### config.mk
export PLATFORM = sky130hd
export DESIGN_NAME = class_oftcam_pio
export DESIGN_NICKNAME = d
export VERILOG_FILES = /design/src/rtl/class_pkg.sv /design/src/rtl/class_oftcam_pio_tmr.sv /design/src/rtl/class_oftcam_pio.sv
export SDC_FILE = /design/constraint.sdc
export NUM_CORES = 1
export LEC_CHECK = 0
export CAP_MARGIN = 10
export CORE_MARGIN = 1.5
export CORE_UTILIZATION = 35
export CTS_BUF_LIST = sky130_fd_sc_hd__clkbuf_8
export DETAILED_ROUTE_END_ITERATION = 10
export HOLD_SLACK_MARGIN = 0.15
export PLACE_DENSITY_LB_ADDON = 0.12
export SLEW_MARGIN = 20
export SYNTH_ARGS = -nofsm -noshare
export SYNTH_HDL_FRONTEND = slang
export SYNTH_SLANG_ARGS = --single-unit
### constraint.sdc
create_clock -name clk -period 1.7 [get_ports clk]
set_input_delay 0.425 -clock clk [delete_from_list [all_inputs] [get_ports clk]]
set_output_delay 0.425 -clock clk [all_outputs]
set_load 0.005 [all_outputs]
### src/rtl/class_pkg.sv
// Shared types for the classifier overflow-TCAM PIO initiator: FSM states,
// response status codes and the entry word-count helper.
package class_pkg;

  typedef enum logic [1:0] {
    ST_IDLE  = 2'd0,
    ST_ISSUE = 2'd1,
    ST_WAIT  = 2'd2,
    ST_RESP  = 2'd3
  } state_e;

  localparam logic [1:0] ERR_OK      = 2'd0;
  localparam logic [1:0] ERR_ADDR    = 2'd1;
  localparam logic [1:0] ERR_TIMEOUT = 2'd2;

  function automatic int unsigned key_words(input int unsigned key_len);
    return (key_len + 32'd31) / 32'd32;
  endfunction

endpackage

### src/rtl/class_oftcam_pio_tmr.sv
// Ack-wait timeout counter: cleared before WAIT, counts while enabled,
// saturates at TIMEOUT_CYCLES and flags done at TIMEOUT_CYCLES-1.
module class_oftcam_pio_tmr #(
  parameter int unsigned TIMEOUT_CYCLES = 255
) (
  input  logic clk,
  input  logic rst_n,
  input  logic clr,
  input  logic en,
  output logic done
);

  localparam int unsigned CNT_W = $clog2(TIMEOUT_CYCLES + 1);

  logic [CNT_W-1:0] cnt_q, cnt_d;

  always_comb begin
    cnt_d = cnt_q;
    if (clr) begin
      cnt_d = '0;
    end else if (en && (cnt_q != CNT_W'(TIMEOUT_CYCLES))) begin
      cnt_d = cnt_q + CNT_W'(1);
    end
  end

  always_ff @(posedge clk or negedge rst_n) begin
    if (!rst_n) cnt_q <= '0;
    else        cnt_q <= cnt_d;
  end

  assign done = (cnt_q == CNT_W'(TIMEOUT_CYCLES - 1));

endmodule

### src/rtl/class_oftcam_pio.sv
// PIO initiator for the classifier overflow TCAM, one transaction in flight.
// Define CLASS_OFTCAM_PIO_TIMEOUT_EN to enable the ack-wait timeout.
module class_oftcam_pio
  import class_pkg::*;
#(
  parameter int unsigned DEPTH          = 8,
  parameter int unsigned KEY_LEN        = 276,
  parameter int unsigned TIMEOUT_CYCLES = 255
) (
  input  logic        clk,
  input  logic        rst_n,
  input  logic        req_vld,
  output logic        req_rdy,
  input  logic        req_wr,
  input  logic [15:0] req_addr,
  input  logic [31:0] req_wrdata,
  output logic        rsp_vld,
  input  logic        rsp_rdy,
  output logic [31:0] rsp_rddata,
  output logic [1:0]  rsp_err,
  output logic        pio_oftcam_rd,
  output logic        pio_oftcam_wr,
  output logic [15:0] pio_oftcam_addr,
  output logic [31:0] pio_oftcam_wrdata,
  input  logic        oftcam_pio_ack,
  input  logic [31:0] oftcam_pio_rddata,
  output logic        stray_ack
);

  localparam int unsigned KEY_WORDS  = key_words(KEY_LEN);
  localparam int unsigned ADDR_LIMIT = DEPTH * KEY_WORDS;

  if (TIMEOUT_CYCLES < 1) begin : g_bad_timeout
    $error("TIMEOUT_CYCLES must be at least 1");
  end

  state_e      state_q, state_d;
  logic        req_rdy_q, req_rdy_d;
  logic        rsp_vld_q, rsp_vld_d;
  logic [31:0] rsp_rddata_q, rsp_rddata_d;
  logic [1:0]  rsp_err_q, rsp_err_d;
  logic        rd_q, rd_d;
  logic        wr_q, wr_d;
  logic        is_wr_q, is_wr_d;
  logic [15:0] addr_q, addr_d;
  logic [31:0] wrdata_q, wrdata_d;
  logic        stray_q, stray_d;
  logic        tmo_done;
  logic        addr_ok;

  assign addr_ok = ({16'd0, req_addr} < 32'(ADDR_LIMIT));

`ifdef CLASS_OFTCAM_PIO_TIMEOUT_EN
  class_oftcam_pio_tmr #(
    .TIMEOUT_CYCLES(TIMEOUT_CYCLES)
  ) u_tmr (
    .clk  (clk),
    .rst_n(rst_n),
    .clr  (state_q == ST_ISSUE),
    .en   ((state_q == ST_WAIT) && !oftcam_pio_ack),
    .done (tmo_done)
  );
`else
  assign tmo_done = 1'b0;
`endif

  always_comb begin
    state_d      = state_q;
    req_rdy_d    = req_rdy_q;
    rsp_vld_d    = rsp_vld_q;
    rsp_rddata_d = rsp_rddata_q;
    rsp_err_d    = rsp_err_q;
    rd_d         = 1'b0;
    wr_d         = 1'b0;
    is_wr_d      = is_wr_q;
    addr_d       = addr_q;
    wrdata_d     = wrdata_q;
    stray_d      = stray_q | (oftcam_pio_ack && (state_q != ST_WAIT));

    unique case (state_q)
      ST_IDLE: begin
        if (req_vld) begin
          req_rdy_d = 1'b0;
          is_wr_d   = req_wr;
          addr_d    = req_addr;
          wrdata_d  = req_wrdata;
          if (addr_ok) begin
            // Strobe is registered here so it lands exactly in the ISSUE cycle.
            rd_d    = !req_wr;
            wr_d    = req_wr;
            state_d = ST_ISSUE;
          end else begin
            rsp_vld_d    = 1'b1;
            rsp_err_d    = ERR_ADDR;
            rsp_rddata_d = '0;
            state_d      = ST_RESP;
          end
        end
      end
      ST_ISSUE: state_d = ST_WAIT;
      ST_WAIT: begin
        // Ack has priority over a timeout firing in the same cycle.
        if (oftcam_pio_ack) begin
          rsp_vld_d    = 1'b1;
          rsp_err_d    = ERR_OK;
          rsp_rddata_d = is_wr_q ? 32'd0 : oftcam_pio_rddata;
          state_d      = ST_RESP;
        end else if (tmo_done) begin
          rsp_vld_d    = 1'b1;
          rsp_err_d    = ERR_TIMEOUT;
          rsp_rddata_d = '0;
          state_d      = ST_RESP;
        end
      end
      ST_RESP: begin
        if (rsp_rdy) begin
          rsp_vld_d = 1'b0;
          req_rdy_d = 1'b1;
          state_d   = ST_IDLE;
        end
      end
      default: state_d = ST_IDLE;
    endcase
  end

  always_ff @(posedge clk or negedge rst_n) begin
    if (!rst_n) begin
      state_q      <= ST_IDLE;
      req_rdy_q    <= 1'b1;
      rsp_vld_q    <= 1'b0;
      rsp_rddata_q <= '0;
      rsp_err_q    <= ERR_OK;
      rd_q         <= 1'b0;
      wr_q         <= 1'b0;
      is_wr_q      <= 1'b0;
      addr_q       <= '0;
      wrdata_q     <= '0;
      stray_q      <= 1'b0;
    end else begin
      state_q      <= state_d;
      req_rdy_q    <= req_rdy_d;
      rsp_vld_q    <= rsp_vld_d;
      rsp_rddata_q <= rsp_rddata_d;
      rsp_err_q    <= rsp_err_d;
      rd_q         <= rd_d;
      wr_q         <= wr_d;
      is_wr_q      <= is_wr_d;
      addr_q       <= addr_d;
      wrdata_q     <= wrdata_d;
      stray_q      <= stray_d;
    end
  end

  assign req_rdy           = req_rdy_q;
  assign rsp_vld           = rsp_vld_q;
  assign rsp_rddata        = rsp_rddata_q;
  assign rsp_err           = rsp_err_q;
  assign pio_oftcam_rd     = rd_q;
  assign pio_oftcam_wr     = wr_q;
  assign pio_oftcam_addr   = addr_q;
  assign pio_oftcam_wrdata = wrdata_q;
  assign stray_ack         = stray_q;

endmodule

==> results of run 1 <==
sequential cells by signal, indices dropped and copies added, names as in the netlist:
signal and count:
pio_oftcam_wr 1, pio_oftcam_addr 16, state_q 2, rsp_err 1, rsp_vld 1, is_wr_q 1, stray_ack 1, pio_oftcam_wrdata 32
req_rdy 1, pio_oftcam_rd 1, rsp_rddata 32
power by group:
part	internal (uW)	leakage (uW)	switching (uW)
combinational	3600	0.00174	2010
sequential	3040	0.00111	466
clock	528	0.0000826	745
total	7160	0.00293	3220
cells in the final DEF (no fill, tap or decap), types with 2 or more instances in the layout:
cell type and count:
a21oi_1 2, buf_12 9, buf_4 41, buf_6 3
clkbuf_2 2, clkbuf_8 9, clkdlybuf4s15_1 3, clkdlybuf4s50_1 139
clkinv_4 2, clkinvlp_4 3, dfrtp_1 88, dlygate4sd2_1 4
dlymetal6s2s_1 19, ha_1 3, inv_1 6, mux2_2 48
mux2i_1 2, nand2_1 3, nand2b_1 3, nand3_1 34
nor2_1 5, nor3_1 2, o2bb2ai_1 2, o2bb2ai_2 29
kinds of logic after synthesis:
logic type	Yosys count	share of synthesized area, %
flops	89	61.48
simple gates	53	7.559
mux	51	15.77
compound gates	41	9.838
buf+inv	25	3.521
fa+ha+maj	5	1.726
other cells	1	0.1035
metrics by stage:
stage | cells | hold WS [ps]
2_1_floorplan | 265 | 129.4
3_5_place_dp | 575 | 368.4
6_report | 619 | 297.1
5_1_grt | 619 | 272.8
4_1_cts | 595 | 281.0
3_3_place_gp | 575 | 372.2
metal layers:
| layer | GRT usage (%) | part of all wire (%) |
|---|---|---|
| met1 | 21.75 | 43 |
| met3 | 6.176 | 8.6 |
| met2 | 26.47 | 47 |
| met5 | 0 | 0 |
| met4 | 5.675 | 1.3 |
what timing repair did:
| item | in CTS | in global routing |
|---|---|---|
| endpoints found under the hold margin | 25 | 0 |
| hold buffers | 1 | 0 |
| setup buffers | 2 | 23 |
| endpoints found under the setup margin | 58 | 84 |
| cloned | 1 | 1 |
| resized for setup | 32 | 33 |
| pin swaps | 5 | 5 |
cell usage after synthesis:
cell,number,area (um2)
dfrtp_1,88,2202
mux2_2,49,551.8
nand3_1,34,170.2
o2bb2ai_1,32,280.3
clkbuf_1,10,37.54
nor2_1,6,22.52
buf_1,5,18.77
ha_1,5,62.56
inv_1,5,18.77
buf_6,4,45.04
nand2_1,4,15.01
nand2b_1,3,18.77
a21oi_1,2,10.01
mux2i_1,2,20.02
nor3_1,2,10.01
a21o_1,1,7.510
a311o_1,1,10.01
a32oi_1,1,8.760
and3_1,1,6.260
buf_4,1,7.510
conb_1,1,3.750
dfstp_2,1,26.28
o211a_1,1,10.01
o21ai_0,1,5.000
o21ai_4,1,16.27
o31a_1,1,8.760
or3_1,1,6.260
or4_4,1,11.26
or4b_4,1,13.76
worst max-delay path: cells and delay by family:
kind                   cells  cell delay, ps
AOI/OAI and AO/OA          2             290
buffers and inverters      3             380
and+or+nand+nor            2            1060
cell type report:
class	count	area [um2]	area share, %
repair buffers	225	2313	36.13
flip-flops and latches	89	2228	34.80
multi-input cells	151	1504	23.49
well taps	133	166.4	2.599
clock buffers	9	123.9	1.934
clock inverters	7	48.80	0.7620
inverters	5	18.77	0.2931
worst paths after layout:
kind | end | slack, ps | startpoint | cells after the start
max in group asynchronous | req_rdy | 590 | rst_n | 3
worst min-delay path | pio_oftcam_addr[7] | 300 | req_addr[7] | 2
worst min register to register | stray_ack | 460 | stray_ack | 1
worst max register to register | pio_oftcam_wrdata[12] | 10 | state_q[0] | 6
min in group asynchronous | rsp_rddata[6] | 550 | rst_n | 2
worst max-delay path | rsp_rddata[28] | -190 | req_addr[7] | 7
==> results.md, run 1 <==
- Outcome: finished, violations left
- Failing checks: setup timing
- Max Freq: 529.5 MHz
- Final #Nets: 572
- Root Buffer: clkbuf_8
- Antenna violations before repair: 0
- Antenna diodes: 0
- Total power: 10380 uW
- Drt drc: 0
- Setup Skew: 16.52 ps
- Final slew viol count: 0
- Post-synthesis cell area: 0.003625 mm2
- Final Core Density: 64.62%
- Crit path launch type: input pin
- DR vias: 2952
- Layout area overhead: 76.67%
- Synth cell types: 29
- Hold WC Path Type: in2reg
- Largest net degree at the start of global routing: 39
- Power per Cell Area: 1621 mW/mm2
- Peak supply drop: 0.0007638 V
- Clock Sinks: 89
- Leak Pwr: 0.002926 uW
- RSZ-0062 raised after global routing: yes
- Setup Viol. Count Final: 34
- Register area share after synthesis: 61.48%
- Slowest cell on crit path: or4_4
- Clock slew at reported path FFs: 100 ps
- Setup ws final: -188.5 ps
- Synth Warn #: 0
- Post-place setup slack: -899.7 ps
- Vias in the first global route: 2965
- GP Congestion: 0.6944
- Syn nets: 356
- Synthesized flop and latch total: 89
- Setup TNS: -5829 ps
- Crit path required time: 1980 ps
- CTS tree: built
- Share of layout cells above drive strength 1: 33.54%
- Post-route minimum period: 1889 ps
- Chip width: 104.8 um
- Final wirelength: 9303 um
- WL per Instance: 15.03 um
- Io pins: 173
- Total GRT Usage: 16.95%
- Number of max-cap violations: 0
- Drt pass-1 iters: 4
- Row Count: 36
- Crit-path cells: buf_6, or4_4, or4b_4, o21ai_4, buf_12, buf_12, o2bb2ai_2
- Synth Area per Inst: 13.68 um2
- Core ar.: 0.009910 mm2
- Port bufs: 171
- First-pass GRT wire length: 14980 um
- Via/cell ratio: 4.769
- DIE HEIGHT: 104.8 um
- Critical path arrival: 2160 ps
- Critical setup path kind: in2reg
- Fill count: 799
- CP endpoint kind: register
- Post-route cell area: 0.006404 mm2
- Placed Area: 0.005856 mm2
- Critical path fanouts, max: 11
- Crit-path max cell delay: 530 ps
- Die area: 0.01098 mm2
- Deepest clock path buffer count: 2
- Htree depth: 3
- Clock latency on the worst-skew pair: 350 ps
- Grt total ovfl: 0
- TritonCTS Buffers: 9
- Critical Path Most Common Cell: buf_12
- Cells after Synth: 265
- DRT antenna net count: 0
- Post-DP HPWL: 6590 um
- Initial Util: 36.58%
- Final period util: 111.1%
- DR iter-0 viols: 55
- Final hold vios: 0
Power figures use the tool's default switching activity.
==> inputs of run 2 (changes only) <==
--- a/config.mk
+++ b/config.mk
@@ -8,9 +8,8 @@
 export CAP_MARGIN = 10
 export CORE_MARGIN = 1.5
 export CORE_UTILIZATION = 35
-export CTS_BUF_LIST = sky130_fd_sc_hd__clkbuf_8
 export DETAILED_ROUTE_END_ITERATION = 10
-export HOLD_SLACK_MARGIN = 0.15
+export HOLD_SLACK_MARGIN = 0.02
 export PLACE_DENSITY_LB_ADDON = 0.12
 export SLEW_MARGIN = 20
 export SYNTH_ARGS = -nofsm -noshare
==> run 2 against run 1 <==
The flow still finishes with violations (setup timing). Worst setup slack hardly changed. Final cell count stayed put. Clock-buffer cell count up 1. Combinational power barely moved. Via count down 0.20%. Utilization stayed put. Design area is the same. Clock power barely moved. Power barely moved. Global-route usage unchanged. Fmax hardly changed. Non-clock buffer count is the same. Critical endpoint unchanged. Largest cell class unchanged. Largest power group unchanged.
==> results.md, run 2 (synthesized netlist as in run 1, its figures left out) <==
- Outcome: finished, violations left
- Failing checks: setup timing
- CP endpoint kind: register
- Antenna diodes: 0 (unchanged)
- Switch Pwr: 3212 uW (-0.17%)
- Leak Pwr: 0.002922 uW (-0.14%)
- Row Count: 36 (unchanged)
- Number of max-cap violations: 0 (unchanged)
- Flop pwr share: 33.7% (about the same)
- CTS tree: built
- Core ar.: 0.009910 mm2 (unchanged)
- Post-route minimum period: 1888 ps (-0.1050 ps)
- Grt total ovfl: 0 (unchanged)
- Chip width: 104.8 um (unchanged)
- Crit path required time: 1980 ps (about the same)
- Setup Skew: 14.08 ps (-2.441 ps)
- Most frequent cells in the layout: 139 x clkdlybuf4s50_1, 88 x dfrtp_1, 48 x mux2_2, 41 x buf_4, 34 x nand3_1
- Root Buffer: clkbuf_8
- TritonCTS Buffers: 9 (unchanged)
- Internal: 7166 uW (about the same)
- Routed length on met2: 4371 um (about the same)
- Post-route cell area: 0.006404 mm2 (unchanged)
- Drt pass-1 iters: 4 (unchanged)
- Most common cell after layout, fill and taps aside: clkdlybuf4s50_1
- Placed Area: 0.005856 mm2 (unchanged)
- Top Metal Used: met4
- Htree depth: 3 (unchanged)
- Final wirelength: 9288 um (-0.16%)
- Clock slew at reported path FFs: 90 ps (about the same)
- First-pass GRT wire length: 14980 um (unchanged)
- Met3 wire len: 802 um (-0.25%)
- Final Core Density: 64.62% (unchanged)
- Die area: 0.01098 mm2 (unchanged)
- Final hold vios: 0 (unchanged)
- Via/cell ratio: 4.759 (-0.20%)
- Setup ws final: -188.4 ps (+0.1050 ps)
- Io pins: 173 (unchanged)
- Drt drc: 0 (unchanged)
- Gate power share: 54.0% (about the same)
- Placed cell count: 575 (unchanged)
- Clock latency on the worst-skew pair: 350 ps (about the same)
- Met1 wire length: 3988 um (-0.30%)
- Total power: 10380 uW (about the same)
- Fill count: 799 (unchanged)
- Total GRT Usage: 16.95% (unchanged)
- Layout area overhead: 76.67% (unchanged)
- DR vias: 2946 (-0.20%)
- Setup Viol. Count Final: 34 (unchanged)
- GP Congestion: 0.6944 (unchanged)
- Port bufs: 171 (unchanged)
- Largest net degree at the start of global routing: 39 (unchanged)
- Multi-input gate area: 0.001504 mm2 (unchanged)
- Clock network power share: 12.3% (about the same)
- WL per Instance: 15.00 um (-0.16%)
- Antenna violations before repair: 0 (unchanged)
- DR iter-0 viols: 55 (unchanged)
- Clock Sinks: 89 (unchanged)
- DIE HEIGHT: 104.8 um (unchanged)
- Power per Cell Area: 1621 mW/mm2 (about the same)
- Initial Util: 36.58% (unchanged)
- Post-DP HPWL: 6590 um (unchanged)
- Max Freq: 529.5 MHz (about the same)
- Share of layout cells above drive strength 1: 33.54% (unchanged)
- Reg area: 0.002228 mm2 (unchanged)
- Peak supply drop: 0.0007605 V (-0.43%)
- Final slew viol count: 0 (unchanged)
- Switching share of power: 30.95% (-0.055 points)
- Critical path arrival: 2160 ps (about the same)
- Critical path fanouts, max: 11 (unchanged)
- Final Non-Filler Cells: 619 (unchanged)
- DRT antenna net count: 0 (unchanged)
- Vias in the first global route: 2965 (unchanged)
- Deepest clock path buffer count: 2 (unchanged)
- Final #Nets: 572 (unchanged)
- RSZ-0062 raised after global routing: yes
- Final period util: 111.1% (about the same)
- Hold WC Path Type: in2reg
- Critical setup path kind: in2reg
- Crit path launch type: input pin
[run 2: path summary, 6_finish.rpt]
| path | end | start | slack [ps] | cells past startpoint |
|---|---|---|---|---|
| worst max-delay path | rsp_rddata[28] | req_addr[7] | -190 | 7 |
| worst min-delay path | pio_oftcam_addr[7] | req_addr[7] | 300 | 2 |
| worst max register to register | pio_oftcam_wrdata[12] | state_q[0] | 10 | 6 |
| worst min register to register | stray_ack | stray_ack | 460 | 1 |
| max in group asynchronous | req_rdy | rst_n | 590 | 3 |
| min in group asynchronous | rsp_rddata[6] | rst_n | 550 | 2 |
[run 2: final cells by class]
type / instances / area share [%]
clock buffer: 10 / 1.993
tap: 133 / 2.599
sequential: 89 / 34.80
inverter: 5 / 0.2931
clock inverter: 6 / 0.7034
multi-input combinational: 151 / 23.49
timing repair buffer: 225 / 36.13
[run 2: routing by layer]
metal / vias to the layer above / global-route usage, %
met2: 118 / 26.47
met5: - / 0
met3: 10 / 6.176
met1: 1431 / 21.75
li1: 1387 / -
met4: 0 / 5.675
[run 2: what timing repair did]
action | CTS | global route
endpoints found under the hold margin | 25 | 0
pin swaps | 5 | 5
cloned | 1 | 1
hold buffers | 1 | 0
buffers inserted | 2 | 23
resized for setup | 32 | 33
endpoints found under the setup margin | 58 | 84
[run 2: critical path, cell delays in order]
cell       delay [ps]
buf_6              90
or4_4             530
or4b_4            530
o21ai_4           190
buf_12            150
buf_12            140
o2bb2ai_2         100
[run 2: per-stage QoR]
stage               TNS, ps  worst slack [ps]  hold slack, ps
finish                -5827            -188.4           299.9
global route          -6507            -198.1           273.3
CTS                   -6548            -240.7           281.5
detailed placement   -34880            -899.7           368.4
global placement     -34210            -890.8           372.2
floorplan            -11270            -457.2           129.4
[run 2: power groups by stage]
stage               logic [uW]  clock network [uW]  registers (uW)
floorplan                 2240                   0            3630
global placement          4860                   0            3570
detailed placement        4920                   0            3600
CTS                       5110                1340            3560
global route              6000                1420            3620
finish                    5600                1270            3500
